--- src/rtl/step_ctrl.sv ---
// CPU clock-enable controller: HALT / RUN / SLOW (programmable divide) / STEP
// (debounced-by-sync single step), plus a running count of issued enables.
module step_ctrl #(
  parameter logic [27:0] DIVISOR = 28'd20000000
) (
  input  logic        clock_in,
  input  logic        reset_n,
  input  logic [1:0]  mode,
  input  logic        div_load,
  input  logic [27:0] div_value,
  input  logic        step_btn,
  output logic        cpu_ce,
  output logic        slow_clk,
  output logic [1:0]  state,
  output logic [31:0] ce_count
);

  typedef enum logic [1:0] {
    ST_HALT = 2'b00,
    ST_RUN  = 2'b01,
    ST_SLOW = 2'b10,
    ST_STEP = 2'b11
  } state_t;

  // A ratio below 2 cannot form a period, so it collapses to 1 (enable every cycle).
  function automatic logic [27:0] clamp_div(input logic [27:0] v);
    return (v < 28'd2) ? 28'd1 : v;
  endfunction

  state_t      state_q;
  logic [27:0] counter;
  logic [27:0] div_act;
  logic [27:0] div_pend;
  logic        pend_vld;
  logic        step_p0, step_p1, step_p2;

  logic        step_edge;
  logic        wrap;
  logic [27:0] cnt_nxt;
  logic [27:0] div_nxt;

  assign state = state_q;

  always_comb begin
    step_edge = step_p1 & ~step_p2;
    wrap      = (state_q == ST_SLOW) && (counter >= div_act - 28'd1);

    // A load landing on a wrap takes effect for the period that starts there.
    div_nxt = div_act;
    if (div_load && ((state_q != ST_SLOW) || wrap))
      div_nxt = clamp_div(div_value);
    else if (wrap && pend_vld)
      div_nxt = div_pend;

    cnt_nxt = '0;
    if ((mode == ST_SLOW) && (state_q == ST_SLOW) && !wrap)
      cnt_nxt = counter + 28'd1;
  end

  always_ff @(posedge clock_in or negedge reset_n) begin
    if (!reset_n) begin
      state_q  <= ST_HALT;
      counter  <= '0;
      div_act  <= clamp_div(DIVISOR);
      div_pend <= '0;
      pend_vld <= 1'b0;
      step_p0  <= 1'b0;
      step_p1  <= 1'b0;
      step_p2  <= 1'b0;
      cpu_ce   <= 1'b0;
      slow_clk <= 1'b0;
      ce_count <= '0;
    end else begin
      // stage p0/p1: two-flop synchronizer, p2: previous level for edge detect
      step_p0 <= step_btn;
      step_p1 <= step_p0;
      step_p2 <= step_p1;

      state_q <= state_t'(mode);
      counter <= cnt_nxt;
      div_act <= div_nxt;

      if (div_load && (state_q == ST_SLOW) && !wrap) begin
        div_pend <= clamp_div(div_value);
        pend_vld <= 1'b1;
      end else if (div_load || wrap) begin
        pend_vld <= 1'b0;
      end

      unique case (state_q)
        ST_RUN:  cpu_ce <= 1'b1;
        ST_SLOW: cpu_ce <= wrap;
        ST_STEP: cpu_ce <= step_edge;
        default: cpu_ce <= 1'b0;
      endcase

      // Aligned with the counter value the next cycle will hold.
      slow_clk <= (mode == ST_SLOW) && (cnt_nxt < (div_nxt >> 1));
      ce_count <= ce_count + {31'd0, cpu_ce};
    end
  end

endmodule

--- config.mk ---
export PLATFORM = sky130hd
export DESIGN_NAME = step_ctrl
export DESIGN_NICKNAME = d
export VERILOG_FILES = /design/src/rtl/step_ctrl.sv
export SDC_FILE = /design/constraint.sdc
export NUM_CORES = 1
export LEC_CHECK = 0
export BUFFER_PORTS_ARGS = -buffer_cell sky130_fd_sc_hd__buf_2
export CAP_MARGIN = 10
export CORE_UTILIZATION = 60
export DETAILED_ROUTE_END_ITERATION = 8
export GPL_ROUTABILITY_DRIVEN = 1
export PLACE_DENSITY = 0.81
export SKIP_CTS_REPAIR_TIMING = 1
export SYNTH_ARGS = -nofsm -noshare
export SYNTH_HDL_FRONTEND = slang
export SYNTH_SLANG_ARGS = --single-unit
--- constraint.sdc ---
create_clock -name clock_in -period 17.1 [get_ports clock_in]
set_input_delay 1.71 -clock clock_in [delete_from_list [all_inputs] [get_ports clock_in]]
set_output_delay 1.71 -clock clock_in [all_outputs]
set_load 0.01 [all_outputs]
==> impl_metrics.py, run 1 <==
metrics = {
    "cells_and_area": {
        "synthToLayoutAreaGrowth_pct": 14.90,
        "nets": 856,
        "seq_area_um2": 3113,
        "multi_input_area_um2": 3764,
        "num-fill-cells": 834,
        "fin_util": 0.7100,
        "drive_gt1_frac": 0.1853,
        "n_antenna_cell": 0,
    },
    "power_and_ir_drop": {
        "intPower_mw": 0.5741,
        "power_frac_seq": 0.451,
        "p_switching_mw": 0.2056,
        "p_leak_nw": 4.067,
        "power_switching_share": 0.2637,
        "p_total_mw": 0.7797,
        "ir_worst_vdd_mv": 0.09247,
        "power_density_nw_per_um2": 96.18,
        "comb_power_share": 0.127,
        "clkPwrFrac": 0.422,
    },
    "clocking": {
        "cts_max_level": 4,
        "cts_root_buffer": "clkbuf_16",
        "cts_tree": "done",
        "clk_path_buf_depth": 2,
        "clkSinkCount": 124,
        "numCtsBuffers": 17,
        "insertion_delay_ns": 0.43,
        "clk_pin_slew_ns": 0.06,
    },
    "floorplan": {
        "core_um2": 11420,
        "initial_utilization": 0.6179,
        "fp.dieH_um": 110.4,
        "dieArea_um2": 12200,
        "die_x_um": 110.4,
        "io_pins": 70,
        "rows": 39,
    },
    "global_route": {
        "antenna_found_initial": 0,
        "track_usage": 0.2874,
        "grt_pass1_vias": 5534,
        "overflow": 0,
        "grt_pass1_wl_mm": 27.54,
        "grt_max_degree": 87,
    },
    "worst_setup_path": {
        "r2r-end": "slow_clk",
        "reg2reg_slack_ns": 9.92,
        "critPathSlowestCell": "or4_1",
        "endpoint_kind": "flop",
        "r2r_start": "div_act[5]",
        "critPathRequiredTime_ns": 17.47,
        "cp_common_cell": "a21o_1",
        "critical_path_class": "reg -> reg",
        "r2r_cells": 24,
        "cp.arrival_ns": 7.55,
        "cp_slowest_stage_delay_ns": 0.88,
        "critPathMaxFanout": 27,
        "cp-start-kind": "flop",
        "path_cells": "or4_4, nor4_4, or3b_1, nor3_2, nand2b_1, or4_1, nor3b_2, xnor2_1, ha_1, nand4_1, nor3_1, nand2_1, a311oi_1, or4_1, nor2_1, ha_1, a21o_1, a21o_1, a21o_1, a21oi_1, o31a_1, nand3_1, nor3_1, o31a_1",
    },
    "sta": {
        "hold_viol": 0,
        "fin_setup_tns_ns": 0,
        "fin_hold_ws_ns": 0.3654,
        "setup_viol": 0,
        "finClkSkew_ns": 0.008530,
        "max_clock_freq_mhz": 139.3,
        "relSlewSlack": 0.2713,
        "worstMarginPinSlew_ns": 1.093,
        "rsz0062_at_grt": "false",
        "slew_violations": 0,
        "fin_crit_sh": 0.4199,
        "period_needed_ns": 7.180,
    },
    "synth": {
        "avgSynthCellArea_um2": 10.26,
        "async_reset_ff_frac": 1.000,
        "yosys.cell_types.count": 44,
        "synth.most_common_cell": "dfrtp_1",
        "yosys-top-cells-count": "116 x dfrtp_1, 85 x nor2_1, 58 x ha_1",
        "yosys.area.top_type_share": 0.4114,
        "synth_fp_nets": 780,
        "synth_area_leaders": "dfrtp_1 41%, ha_1 10%, xnor2_1 6.5%",
        "synth_edf_count": 0,
        "yosys_warnings": 0,
        "syn_area_um2": 7056,
        "synthCells": 688,
        "yosysTopAreaCell": "dfrtp_1",
        "yosysSeqAreaShare": 0.4412,
        "synth-seq-cells": 124,
        "synth_ff_type": "dfrtp_1",
    },
    "drt": {
        "drt_iter0_drc": 448,
        "dr.pass1.iters": 7,
        "wl_mm": 16.06,
        "drc_errors": 0,
        "vias_per_cell": 5.940,
        "ant_nets": 0,
        "num_vias": 5465,
        "wire_per_inst_um": 17.46,
    },
    "min_path": {
        "holdCritStartpoint": "step_p0",
        "worstHoldPathCells": 0,
        "holdCritPathClass": "reg -> reg",
        "hold_end": "step_p1",
    },
    "job": {
        "max_cap_viol_count": 0,
    },
    "place": {
        "hpwl_mm": 11.86,
        "gp_congestion": 0.9171,
        "io_buffers": 69,
    },
    "outcome": {
        "status": "completed",
    },
}
-- critical path: cells and delay by family, from the launching register on --
kind,cells,cell delay (ns)
xor gates and xnor gates,1,0.10
and+or+nand+nor,14,4.21
DFF,1,0.45
adders and majority gates,2,0.69
AOI/OAI and AO/OA,7,1.65
-- cells by family after synthesis --
logic type / count (synthesis) / share of synthesized area
fa+ha+maj: 58 / 0.1029
buf+inv: 50 / 0.02731
compound gates: 79 / 0.07590
simple gates: 240 / 0.1681
mux: 55 / 0.08282
xor+xnor: 82 / 0.1018
flops: 124 / 0.4412
-- metal layers --
layer	up-vias	global-route usage	share of wire
met4	0	0.1093	0.019
li1	2584	-	-
met1	2654	0.3835	0.45
met5	-	0	0
met3	35	0.06531	0.058
met2	192	0.4576	0.47
-- how the worst max path moves through the flow --
| stage | startpoint | to | cells past startpoint |
|---|---|---|---|
| floorplan | div_act[6] | slow_clk | 25 |
| global placement | div_act[6] | slow_clk | 24 |
| detailed placement | div_act[6] | slow_clk | 24 |
| CTS | div_act[5] | slow_clk | 24 |
| global route | div_act[5] | slow_clk | 24 |
| finish | div_act[5] | slow_clk | 24 |
-- cell usage in the layout (no fill, tap or decap), types with 4 or more instances in the layout --
cell / n
a21o_1: 36
a21oi_1: 19
and3_1: 9
and4_1: 4
buf_2: 68
buf_4: 5
clkbuf_16: 17
clkbuf_8: 5
clkinv_2: 5
dfrtp_1: 116
dfstp_2: 8
ha_1: 58
inv_1: 34
mux2_2: 27
mux2i_1: 28
nand2_1: 41
nand2b_1: 6
nand3_1: 28
nand4_1: 20
nor2_1: 85
nor2b_1: 4
nor3_1: 17
nor4_1: 11
o21ai_0: 8
or4_1: 4
xnor2_1: 52
xor2_1: 30
-- flip-flops by register name, indices dropped and copies added, names as in the netlist --
register,cells
ce_count,32
counter,28
cpu_ce,1
div_act,28
div_pend,28
pend_vld,1
slow_clk,1
state,2
step_p0,1
step_p1,1
step_p2,1
-- layout make-up --
cell class | count | share of cell area
Clock buffer | 25 | 0.06236
Tap cell | 143 | 0.02207
Inverter | 34 | 0.01574
Sequential cell | 124 | 0.3840
Multi-Input combinational cell | 514 | 0.4643
Clock inverter | 7 | 0.004939
Timing Repair Buffer | 73 | 0.04661
-- metrics by stage --
| step | std cells | setup slack [ns] | cell area (µm²) |
|---|---|---|---|
| after floorplan | 688 | 11.02 | 7056 |
| after global placement | 888 | 10.12 | 7561 |
| after detailed placement | 888 | 9.942 | 7561 |
| after CTS | 920 | 9.893 | 8107 |
| after global routing | 920 | 9.464 | 8107 |
| final | 920 | 9.920 | 8107 |
-- power groups by stage --
stage / logic (mW) / clock network [mW] / registers [mW]
after CTS: 0.100 / 0.333 / 0.351
final: 0.0992 / 0.329 / 0.351
after global routing: 0.112 / 0.347 / 0.355
after floorplan: 0.0613 / 0 / 0.352
after global placement: 0.0945 / 0 / 0.353
after detailed placement: 0.0992 / 0 / 0.355
(Power assumes the default switching activity.)
==> run 2: changes to the inputs <==
CORE_UTILIZATION = 54   (was 60)
PLACE_DENSITY = 0.77   (was 0.81)
clock period = 6.45 ns   (was 17.1 ns; I/O delays follow)
==> impl_metrics.py, run 2 (same netlist as run 1, synthesis figures left out) <==
metrics = {
    "outcome": {
        "status": "completed",
    },
    "floorplan": {
        "dieArea_um2": 13530,
        "fp.dieH_um": 116.3,
        "io_pins": 70,
        "initial_utilization": 0.5568,
        "die_x_um": 116.3,
        "rows": 41,
        "core_um2": 12670,
    },
    "clocking": {
        "cts_root_buffer": "clkbuf_16",
        "insertion_delay_ns": 0.42,
        "numCtsBuffers": 17,
        "clk_pin_slew_ns": 0.05,
        "cts_tree": "done",
        "clkSinkCount": 124,
        "clk_path_buf_depth": 2,
        "cts_max_level": 4,
    },
    "sta": {
        "fin_setup_tns_ns": 0,
        "slew_violations": 0,
        "setup_viol": 0,
        "fin_hold_ws_ns": 0.1907,
        "relSlewSlack": 0.2705,
        "hold_viol": 0,
        "worstMarginPinSlew_ns": 1.094,
        "period_needed_ns": 6.288,
        "fin_crit_sh": 0.9749,
        "finClkSkew_ns": 0.006012,
        "max_clock_freq_mhz": 159.0,
    },
    "cells_and_area": {
        "drive_gt1_frac": 0.2238,
        "num-fill-cells": 951,
        "largest_register_ff_count": 32,
        "regMostFlops": "ce_count",
        "stdcell_count": 963,
        "nets": 870,
        "fin_util": 0.6681,
        "final_cell_mix": "116 x dfrtp_1, 78 x nor2_1, 68 x buf_2",
        "synthToLayoutAreaGrowth_pct": 19.99,
        "n_antenna_cell": 0,
        "layout_commonest_cell": "dfrtp_1",
    },
    "worst_setup_path": {
        "cp-start-kind": "flop",
        "r2r_start": "div_act[6]",
        "critPathRequiredTime_ns": 6.75,
        "cp_slowest_stage_delay_ns": 0.58,
        "critPathMaxFanout": 11,
        "cp_num_buf_inv": 2,
        "endpoint_kind": "flop",
        "reg2reg_slack_ns": 0.16,
        "r2r-end": "slow_clk",
        "path_cells": "or4_4, nor4_4, or3b_4, nor3_4, nand2b_1, or4_4, nor3b_2, xnor2_1, ha_1, a21oi_1, o21ai_0, a21oi_1, o211ai_1, or4_4, buf_4, buf_4, nor2_2, ha_1, nand4_1, nor2_2, o2111ai_2, or4_1, o31a_1",
        "cp.arrival_ns": 6.59,
        "cp_common_cell": "or4_4",
        "critPathSlowestCell": "or4_4",
        "r2r_cells": 23,
        "critical_path_class": "reg -> reg",
        "crit_family": "simple AND/OR/NAND/NOR gates",
    },
    "global_route": {
        "grt_pass1_wl_mm": 27.28,
        "overflow": 0,
        "grt_pass1_vias": 5414,
        "antenna_found_initial": 0,
        "grt_max_degree": 87,
        "track_usage": 0.2702,
    },
    "place": {
        "gp_congestion": 0.9209,
        "placedCellCount": 930,
        "hpwl_mm": 12.44,
        "io_buffers": 69,
    },
    "drt": {
        "dr.pass1.iters": 7,
        "drc_errors": 0,
        "wl_mm": 17.11,
        "vias_per_cell": 5.726,
        "drt_iter0_drc": 352,
        "ant_nets": 0,
        "num_vias": 5514,
        "wire_per_inst_um": 17.77,
    },
    "job": {
        "max_cap_viol_count": 0,
    },
    "min_path": {
        "holdCritPathClass": "in -> async",
    },
    "power_and_ir_drop": {
        "p_leak_nw": 4.203,
        "p_total_mw": 2.253,
        "power_density_nw_per_um2": 266.1,
        "ir_worst_vdd_mv": 0.1255,
    },
}
[run 2: worst reg2reg max path: stages, from the launching register on]
cell	delay (ns)
dfrtp_1	0.38
or4_4	0.58
nor4_4	0.19
or3b_4	0.44
nor3_4	0.16
nand2b_1	0.12
or4_4	0.48
nor3b_2	0.20
xnor2_1	0.14
ha_1	0.27
a21oi_1	0.14
o21ai_0	0.12
a21oi_1	0.17
o211ai_1	0.23
or4_4	0.57
buf_4	0.21
buf_4	0.21
nor2_2	0.17
ha_1	0.19
nand4_1	0.14
nor2_2	0.21
o2111ai_2	0.18
or4_1	0.43
o31a_1	0.25
[run 2: how the worst max path moves through the flow]
stage,cells past startpoint,slack [ns],end,startpoint
CTS,26,-0.02,slow_clk,div_act[6]
global route,27,-0.10,slow_clk,div_act[7]
global placement,26,0.23,slow_clk,div_act[6]
floorplan,25,0.37,slow_clk,div_act[6]
finish,23,0.16,slow_clk,div_act[6]
detailed placement,26,0.05,slow_clk,div_act[6]
[run 2: routing by layer]
layer | vias up | track usage | routed length (µm)
li1 | 2598 | - | -
met1 | 2686 | 0.3471 | 7663
met2 | 191 | 0.4355 | 8037
met3 | 39 | 0.05553 | 959
met4 | 0 | 0.1325 | 447
met5 | - | 0 | 0
[run 2: layout make-up]
cell class / instances / area (µm²) / share of cell area
Clock buffer: 20 / 456.7 / 0.05395
Clock inverter: 12 / 192.7 / 0.02276
Inverter: 34 / 127.6 / 0.01508
Multi-Input combinational cell: 514 / 3849 / 0.4546
Sequential cell: 124 / 3113 / 0.3677
Tap cell: 172 / 215.2 / 0.02542
Timing Repair Buffer: 87 / 511.7 / 0.06045
[run 2: metrics by stage]
| stage | instance area (µm²) | setup WS [ns] |
|---|---|---|
| 2_1_floorplan | 7056 | 0.3711 |
| 3_3_place_gp | 7720 | 0.2322 |
| 3_5_place_dp | 7720 | 0.05249 |
| 4_1_cts | 8369 | -0.01808 |
| 5_1_grt | 8466 | -0.1044 |
| 6_report | 8466 | 0.1617 |
[run 2: power breakdown]
part,switching (mW),internal (mW)
logic,0.142,0.132
clock network,0.343,0.702
registers,0.0737,0.860
total,0.559,1.69
